### config.mk
export PLATFORM = sky130hd
export DESIGN_NAME = draw_fb_write_flat
export DESIGN_NICKNAME = d
export VERILOG_FILES = /design/src/rtl/gfx_pkg.sv /design/src/rtl/draw_fb_write_if.sv /design/src/rtl/fifo_sync.sv /design/src/rtl/draw_fb_write.sv /design/src/flat_wrapper.sv
export SDC_FILE = /design/constraint.sdc
export NUM_CORES = 1
export LEC_CHECK = 0
export BUFFER_PORTS_ARGS = -buffer_cell sky130_fd_sc_hd__buf_2
export CORE_AREA = 2 2 104 106
export DETAILED_ROUTE_END_ITERATION = 7
export DIE_AREA = 0 0 106 108
export HOLD_SLACK_MARGIN = 0.02
export PLACE_DENSITY = 0.68
export SKIP_LAST_GASP = 1
export SLEW_MARGIN = 20
export SYNTH_ARGS = -nofsm -noshare
export SYNTH_HDL_FRONTEND = slang
export SYNTH_HIERARCHICAL = 1
export SYNTH_SLANG_ARGS = --single-unit
### constraint.sdc
create_clock -name clk -period 7 [get_ports clk]
set_input_delay 0.7 -clock clk [delete_from_list [all_inputs] [get_ports clk]]
set_output_delay 0.7 -clock clk [all_outputs]
set_load 0.05 [all_outputs]
### src/rtl/gfx_pkg.sv
// Shared definitions for the draw_* pixel pipeline blocks.
// Canvas dimensions are deliberately kept out of here; each block takes them as parameters.
package gfx_pkg;

    localparam int CORDW = 16;

    typedef logic signed [CORDW-1:0] coord_t;

    // Signed bounds test; coordinates arrive sign-extended to 32 bits.
    function automatic logic in_canvas(input logic signed [31:0] px_x,
                                       input logic signed [31:0] px_y,
                                       input int w,
                                       input int h);
        return (px_x >= 0) && (px_x < w) && (px_y >= 0) && (px_y < h);
    endfunction

endpackage

### src/rtl/draw_fb_write_if.sv
// Pixel input bus (drawer -> writer) and framebuffer write bus (writer -> memory).
// Handshakes: drawer pixel transfers when drawing=1 and oe=1 in the same cycle;
// a framebuffer write transfers when fb_we=1 and fb_ready=1, and fb_addr/fb_colr hold while stalled.
interface draw_px_if #(
    parameter int CORDW = gfx_pkg::CORDW,
    parameter int COLRW = 4
);
    logic                    drawing;
    logic signed [CORDW-1:0] x;
    logic signed [CORDW-1:0] y;
    logic [COLRW-1:0]        colr;
    logic                    oe;

    modport master (output drawing, x, y, colr, input oe);
    modport slave  (input drawing, x, y, colr, output oe);
endinterface

interface fb_wr_if #(
    parameter int ADDRW = 16,
    parameter int COLRW = 4
);
    logic             fb_we;
    logic [ADDRW-1:0] fb_addr;
    logic [COLRW-1:0] fb_colr;
    logic             fb_ready;

    modport master (output fb_we, fb_addr, fb_colr, input fb_ready);
    modport slave  (input fb_we, fb_addr, fb_colr, output fb_ready);
endinterface

### src/rtl/fifo_sync.sv
// Single-clock FIFO with registered head (no fall-through) and occupancy count.
module fifo_sync #(
    parameter int WIDTH = 8,
    parameter int DEPTH = 4
) (
    input  logic                     clk,
    input  logic                     rst_n,
    input  logic                     push,
    input  logic [WIDTH-1:0]         wdata,
    input  logic                     pop,
    output logic [WIDTH-1:0]         rdata,
    output logic                     empty,
    output logic [$clog2(DEPTH):0]   count
);
    localparam int PW = $clog2(DEPTH);

    logic [WIDTH-1:0] mem_q [DEPTH];
    logic [WIDTH-1:0] mem_d [DEPTH];
    logic [PW-1:0]    wr_ptr_q, wr_ptr_d;
    logic [PW-1:0]    rd_ptr_q, rd_ptr_d;
    logic [PW:0]      count_q, count_d;
    logic             push_ok, pop_ok;

    always_comb begin
        push_ok  = push && (count_q != (PW+1)'(DEPTH));
        pop_ok   = pop && (count_q != '0);
        // Power-of-two depth lets the pointers wrap by plain overflow.
        wr_ptr_d = wr_ptr_q + PW'(push_ok);
        rd_ptr_d = rd_ptr_q + PW'(pop_ok);
        count_d  = count_q + (PW+1)'(push_ok) - (PW+1)'(pop_ok);
        mem_d    = mem_q;
        if (push_ok) begin
            mem_d[wr_ptr_q] = wdata;
        end
    end

    always_ff @(posedge clk or negedge rst_n) begin
        if (!rst_n) begin
            wr_ptr_q <= '0;
            rd_ptr_q <= '0;
            count_q  <= '0;
        end else begin
            wr_ptr_q <= wr_ptr_d;
            rd_ptr_q <= rd_ptr_d;
            count_q  <= count_d;
        end
    end

    always_ff @(posedge clk) begin
        mem_q <= mem_d;
    end

    assign rdata = mem_q[rd_ptr_q];
    assign empty = (count_q == '0);
    assign count = count_q;

endmodule

### src/rtl/draw_fb_write.sv
// Pixel writer: register, clip, compute linear address, then queue writes to the framebuffer.
// oe reserves a queue slot for every pixel in flight, so the two pipeline stages never stall.
module draw_fb_write #(
    parameter int CORDW  = gfx_pkg::CORDW,
    parameter int WIDTH  = 320,
    parameter int HEIGHT = 180,
    parameter int ADDRW  = 16,
    parameter int COLRW  = 4,
    parameter int DEPTH  = 4
) (
    input  logic      clk,
    input  logic      rst_n,
    draw_px_if.slave  px,
    fb_wr_if.master   fb,
    output logic      clipped,
    output logic      busy
);
    import gfx_pkg::*;

    localparam int CNTW = $clog2(DEPTH) + 1;
    localparam int QW   = ADDRW + COLRW;

    logic                    s1_v_q, s1_v_d;
    logic                    s2_v_q, s2_v_d;
    logic                    clipped_q, clipped_d;
    logic signed [CORDW-1:0] x1_q, x1_d;
    logic signed [CORDW-1:0] y1_q, y1_d;
    logic [COLRW-1:0]        c1_q, c1_d;
    logic [ADDRW-1:0]        a2_q, a2_d;
    logic [COLRW-1:0]        c2_q, c2_d;

    logic            accept;
    logic            s1_in;
    logic            pop;
    logic            fifo_empty;
    logic [CNTW-1:0] count;
    logic [CNTW:0]   inflight;
    logic [QW-1:0]   head;

    always_comb begin
        inflight  = (CNTW+1)'(count) + (CNTW+1)'(s1_v_q) + (CNTW+1)'(s2_v_q);
        // Gated by rst_n so the drawer sees oe=0 for the whole reset.
        px.oe     = rst_n && (inflight < (CNTW+1)'(DEPTH));
        accept    = px.drawing && px.oe;

        s1_v_d    = accept;
        x1_d      = px.x;
        y1_d      = px.y;
        c1_d      = px.colr;

        s1_in     = in_canvas(32'(x1_q), 32'(y1_q), WIDTH, HEIGHT);
        s2_v_d    = s1_v_q && s1_in;
        clipped_d = s1_v_q && !s1_in;
        a2_d      = ADDRW'(32'(y1_q) * 32'(WIDTH) + 32'(x1_q));
        c2_d      = c1_q;
    end

    always_ff @(posedge clk or negedge rst_n) begin
        if (!rst_n) begin
            s1_v_q    <= 1'b0;
            s2_v_q    <= 1'b0;
            clipped_q <= 1'b0;
        end else begin
            s1_v_q    <= s1_v_d;
            s2_v_q    <= s2_v_d;
            clipped_q <= clipped_d;
        end
    end

    always_ff @(posedge clk) begin
        x1_q <= x1_d;
        y1_q <= y1_d;
        c1_q <= c1_d;
        a2_q <= a2_d;
        c2_q <= c2_d;
    end

    fifo_sync #(
        .WIDTH (QW),
        .DEPTH (DEPTH)
    ) u_fifo (
        .clk   (clk),
        .rst_n (rst_n),
        .push  (s2_v_q),
        .wdata ({a2_q, c2_q}),
        .pop   (pop),
        .rdata (head),
        .empty (fifo_empty),
        .count (count)
    );

    assign fb.fb_we   = !fifo_empty;
    assign fb.fb_addr = head[QW-1:COLRW];
    assign fb.fb_colr = head[COLRW-1:0];
    assign pop        = fb.fb_we && fb.fb_ready;
    assign clipped    = clipped_q;
    assign busy       = s1_v_q || s2_v_q || !fifo_empty;

endmodule

### src/flat_wrapper.sv
// flat-port wrapper written by rule: the top's interface ports become plain ports
module draw_fb_write_flat import gfx_pkg::*;
#(
    parameter int CORDW  = gfx_pkg::CORDW,
    parameter int WIDTH  = 320,
    parameter int HEIGHT = 180,
    parameter int ADDRW  = 16,
    parameter int COLRW  = 4,
    parameter int DEPTH  = 4
)
  (clk, rst_n, clipped, busy, px_drawing, px_x, px_y, px_colr, px_oe, fb_fb_we, fb_fb_addr, fb_fb_colr, fb_fb_ready);
  draw_px_if #(.CORDW(CORDW), .COLRW(COLRW)) px_i ();
  fb_wr_if #(.ADDRW(ADDRW), .COLRW(COLRW)) fb_i ();
  input  logic clk;
  input  logic rst_n;
  output logic clipped;
  output logic busy;
  input wire logic [$bits(px_i.drawing)-1:0] px_drawing;
  input wire logic [$bits(px_i.x)-1:0] px_x;
  input wire logic [$bits(px_i.y)-1:0] px_y;
  input wire logic [$bits(px_i.colr)-1:0] px_colr;
  output wire logic [$bits(px_i.oe)-1:0] px_oe;
  output wire logic [$bits(fb_i.fb_we)-1:0] fb_fb_we;
  output wire logic [$bits(fb_i.fb_addr)-1:0] fb_fb_addr;
  output wire logic [$bits(fb_i.fb_colr)-1:0] fb_fb_colr;
  input wire logic [$bits(fb_i.fb_ready)-1:0] fb_fb_ready;
  assign px_i.drawing = px_drawing;
  assign px_i.x = px_x;
  assign px_i.y = px_y;
  assign px_i.colr = px_colr;
  assign px_oe = px_i.oe;
  assign fb_fb_we = fb_i.fb_we;
  assign fb_fb_addr = fb_i.fb_addr;
  assign fb_fb_colr = fb_i.fb_colr;
  assign fb_i.fb_ready = fb_fb_ready;
  draw_fb_write #(.CORDW(CORDW), .WIDTH(WIDTH), .HEIGHT(HEIGHT), .ADDRW(ADDRW), .COLRW(COLRW), .DEPTH(DEPTH)) u_core (.clk(clk), .rst_n(rst_n), .px(px_i), .fb(fb_i), .clipped(clipped), .busy(busy));
endmodule
==> results.toml <==
[finish]
nFillCells = 760
multi_input_area_sq_mm = 0.001469
final_cell_mix = "edfxtp_1 (80), buf_2 (63), dfxtp_1 (56), ha_1 (25), mux4_2 (18)"
design_area_sq_mm = 0.006384
antenna_cells = 0
nets = 447
regArea_sq_mm = 0.003774
syn2layout_area_growth_pct = 20.42
final_common_cell = "edfxtp_1"
drive_gt1_share_pct = 32.65

[place]
placed_area_sq_mm = 0.005811
portBuffers = 63
place.gp.congestion = 0.7856
dp_hpwl_um = 5361

[routing]
drt_iter0_markers = 153
vias = 2632
routedWlPerCell_um = 15.41
ant_nets = 0
vias_per_cell = 4.985
wirelength_um = 8135
detail_route.first_pass.iterations = 4
drc_errors = 0

[die]
io_pins = 64
die_y_um = 108
coreArea_sq_mm = 0.01023
die_area_sq_mm = 0.01145
die_w_um = 106
start_util_pct = 51.82
fp-row-count = 37

[synthesis]
yosysWarnings = 6
yosys_register_bits = 146
synth.cell_area_sq_mm = 0.005301
synth_seq_area_share_pct = 71.18
syn_avg_cell_area_sq_um = 17.85
synthDistinctLibCells = 44
synth-main-ff-cell = "edfxtp_1"
synth-edff-count = 80
postSynthCellCount = 297
syn_nets = 365
async_flop_share_pct = 6.849

[cts]
cts_buffers = 17
cts_buffer_depth = 2
cts_tree = "done"
holdBufCountCts = 0
post_cts_buffers = 0
clk_latency_ns = 0.51
post_cts_resized = 0
htreeDepth = 4
clock_sinks = 146
clk_pin_slew_ns = 0.06
root_buffer = "clkbuf_8"

[status]
outcome = "finished, final reports clean"

[setup_path]
slowest_delay_ns = 0.64
worstSetupEndpointType = "primary output"
critPathKind = "reg -> out"
crit_path_max_fanout = 20
cp.arrival_ns = 2.17
critPathRequiredTime_ns = 6.30
critPathSlowestCell = "mux4_1"
critical_path.startpoint_type = "flop"
worstPathCellList = "buf_4, mux4_1, buf_2"

[power]
ir_drop_mv = 0.1684
power.leakage_nw = 2.474
power_density_mw_per_mm2 = 402.6

[sta]
fmax_mhz = 348.8
period_share_pct = 40.96
worstMarginPinSlew_ns = 0.9554
grt_setup_unrepaired = "false"
hold_viol = 0
finalSetupViolCount = 0
slew_violations = 0
period_minus_slack_ns = 2.867
finalClockSkew_ns = 0.007487
tns_ns = 0
fin_worst_hold_slack_ns = 0.05714
relSlewSlack_pct = 36.31

[global_route]
busiest_layer = "met2"
grt_max_degree = 22
grtUsageMet1_pct = 20.59
grtUsageTotal_pct = 15.92
grt_pass1_vias = 2792
grt-ovfl-total = 0
grt_pass1_wl_um = 13550
grt_use_met2_pct = 25.39
grtUsageMet3_pct = 4.882
antenna_found_initial = 0

[worst_hold_path]
hold_class = "in -> async"

[run]
drv_cap = 0
metal layers:
metal | part of all wire (%) | wire length [um] | up-vias
li1 | - | - | 1301
met1 | 47 | 3803 | 1263
met2 | 48 | 3923 | 61
met3 | 4.2 | 338 | 7
met4 | 0.86 | 70 | 0
met5 | 0 | 0 | -
area by class of cell:
class                           instances  share of cell area (%)
Sequential cell                       146                   59.11
Multi-Input combinational cell        134                   23.01
Clock buffer                           17                   6.488
Timing Repair Buffer                   68                   5.527
Tap cell                              136                   2.666
Clock inverter                         15                   2.489
Inverter                               12                  0.7056
cells by family after synthesis:
| logic type | after synthesis | synth area share [%] |
|---|---|---|
| DFF | 146 | 71.18 |
| AOI/OAI and AO/OA | 33 | 4.343 |
| and+or+nand+nor | 33 | 3.941 |
| adders and majority gates | 28 | 7.033 |
| xor gates and xnor gates | 20 | 3.304 |
| muxes | 20 | 8.638 |
| buffers and inverters | 17 | 1.558 |
sequential cells by signal (all words and copies together) (netlist names):
| name | flops |
|---|---|
| u_core/u_fifo/rd_ptr_q | 2 |
| u_core/c1_q | 4 |
| u_core/x1_q | 16 |
| u_core/a2_q | 16 |
| u_core/s2_v_q | 1 |
| u_core/u_fifo/count | 3 |
| u_core/s1_v_q | 1 |
| u_core/u_fifo/mem_q | 80 |
| u_core/u_fifo/wr_ptr_q | 2 |
| u_core/y1_q | 16 |
| u_core/clipped | 1 |
| u_core/c2_q | 4 |
report_power, final:
part           switching, mW  internal [mW]
registers             0.0860          0.986
clock network          0.340          0.509
logic                  0.405          0.244
total                  0.831           1.74
worst max-delay path, delay by kind of cell, from the launching register on:
| family | cells | cell delay (ns) |
|---|---|---|
| buffers and inverters | 2 | 0.62 |
| multiplexers | 1 | 0.64 |
| flip-flops | 1 | 0.39 |
path summary, 6_finish.rpt:
path	startpoint	endpoint	slack [ns]	cells past startpoint
setup / recovery	u_core/u_fifo/rd_ptr_q[0]$_DFF_PN0_	fb_fb_addr[5]	4.13	3
hold / removal	rst_n	u_core/s2_v_q$_DFF_PN0_	0.06	1
setup reg to reg	u_core/y1_q[2]$_DFF_P_	u_core/a2_q[15]$_DFF_P_	4.35	10
hold reg to reg	u_core/c1_q[2]$_DFF_P_	u_core/c2_q[2]$_DFF_P_	0.33	0
max in group asynchronous	rst_n	u_core/u_fifo/rd_ptr_q[1]$_DFF_PN0_	6.73	1
min in group clk	px_y[15]	u_core/y1_q[15]$_DFF_P_	0.29	1
synth_stat cells (2+ instances only):
cell type	count	area, sq um
nand3_1	2	10.01
ha_1	25	312.8
nand2_1	2	7.510
o21ai_0	4	20.02
xnor2_1	16	140.1
o21a_1	2	15.01
mux4_2	18	405.4
buf_2	2	10.01
nor4b_1	2	17.52
a211oi_1	2	15.01
a21oi_1	8	40.04
buf_6	2	22.52
mux4_1	2	52.55
xor2_1	4	35.03
dfrtp_1	10	250.2
fa_1	3	60.06
edfxtp_1	80	2402
o21bai_1	3	22.52
nor2b_1	4	25.02
and2_1	2	12.51
dfxtp_1	56	1121
nor4_1	2	12.51
nor3_1	3	15.01
nor2_1	7	26.28
inv_1	12	45.04
nand4_1	2	12.51
a21o_1	3	22.52
nand2b_1	2	12.51
nor4_2	2	25.02
per-stage QoR:
| stage | util [%] | total power, mW | std cells | setup WS, ns |
|---|---|---|---|---|
| after floorplan | - | 1.619 | 297 | 3.682 |
| after global placement | 56.79 | 1.737 | 496 | 4.414 |
| after detailed placement | 56.79 | 1.748 | 496 | 4.362 |
| after CTS | 62.39 | 2.601 | 528 | 4.058 |
| after global routing | 62.39 | 2.692 | 528 | 3.963 |
| final | 62.39 | 2.570 | 528 | 4.133 |
Power figures use the tool's default switching activity.
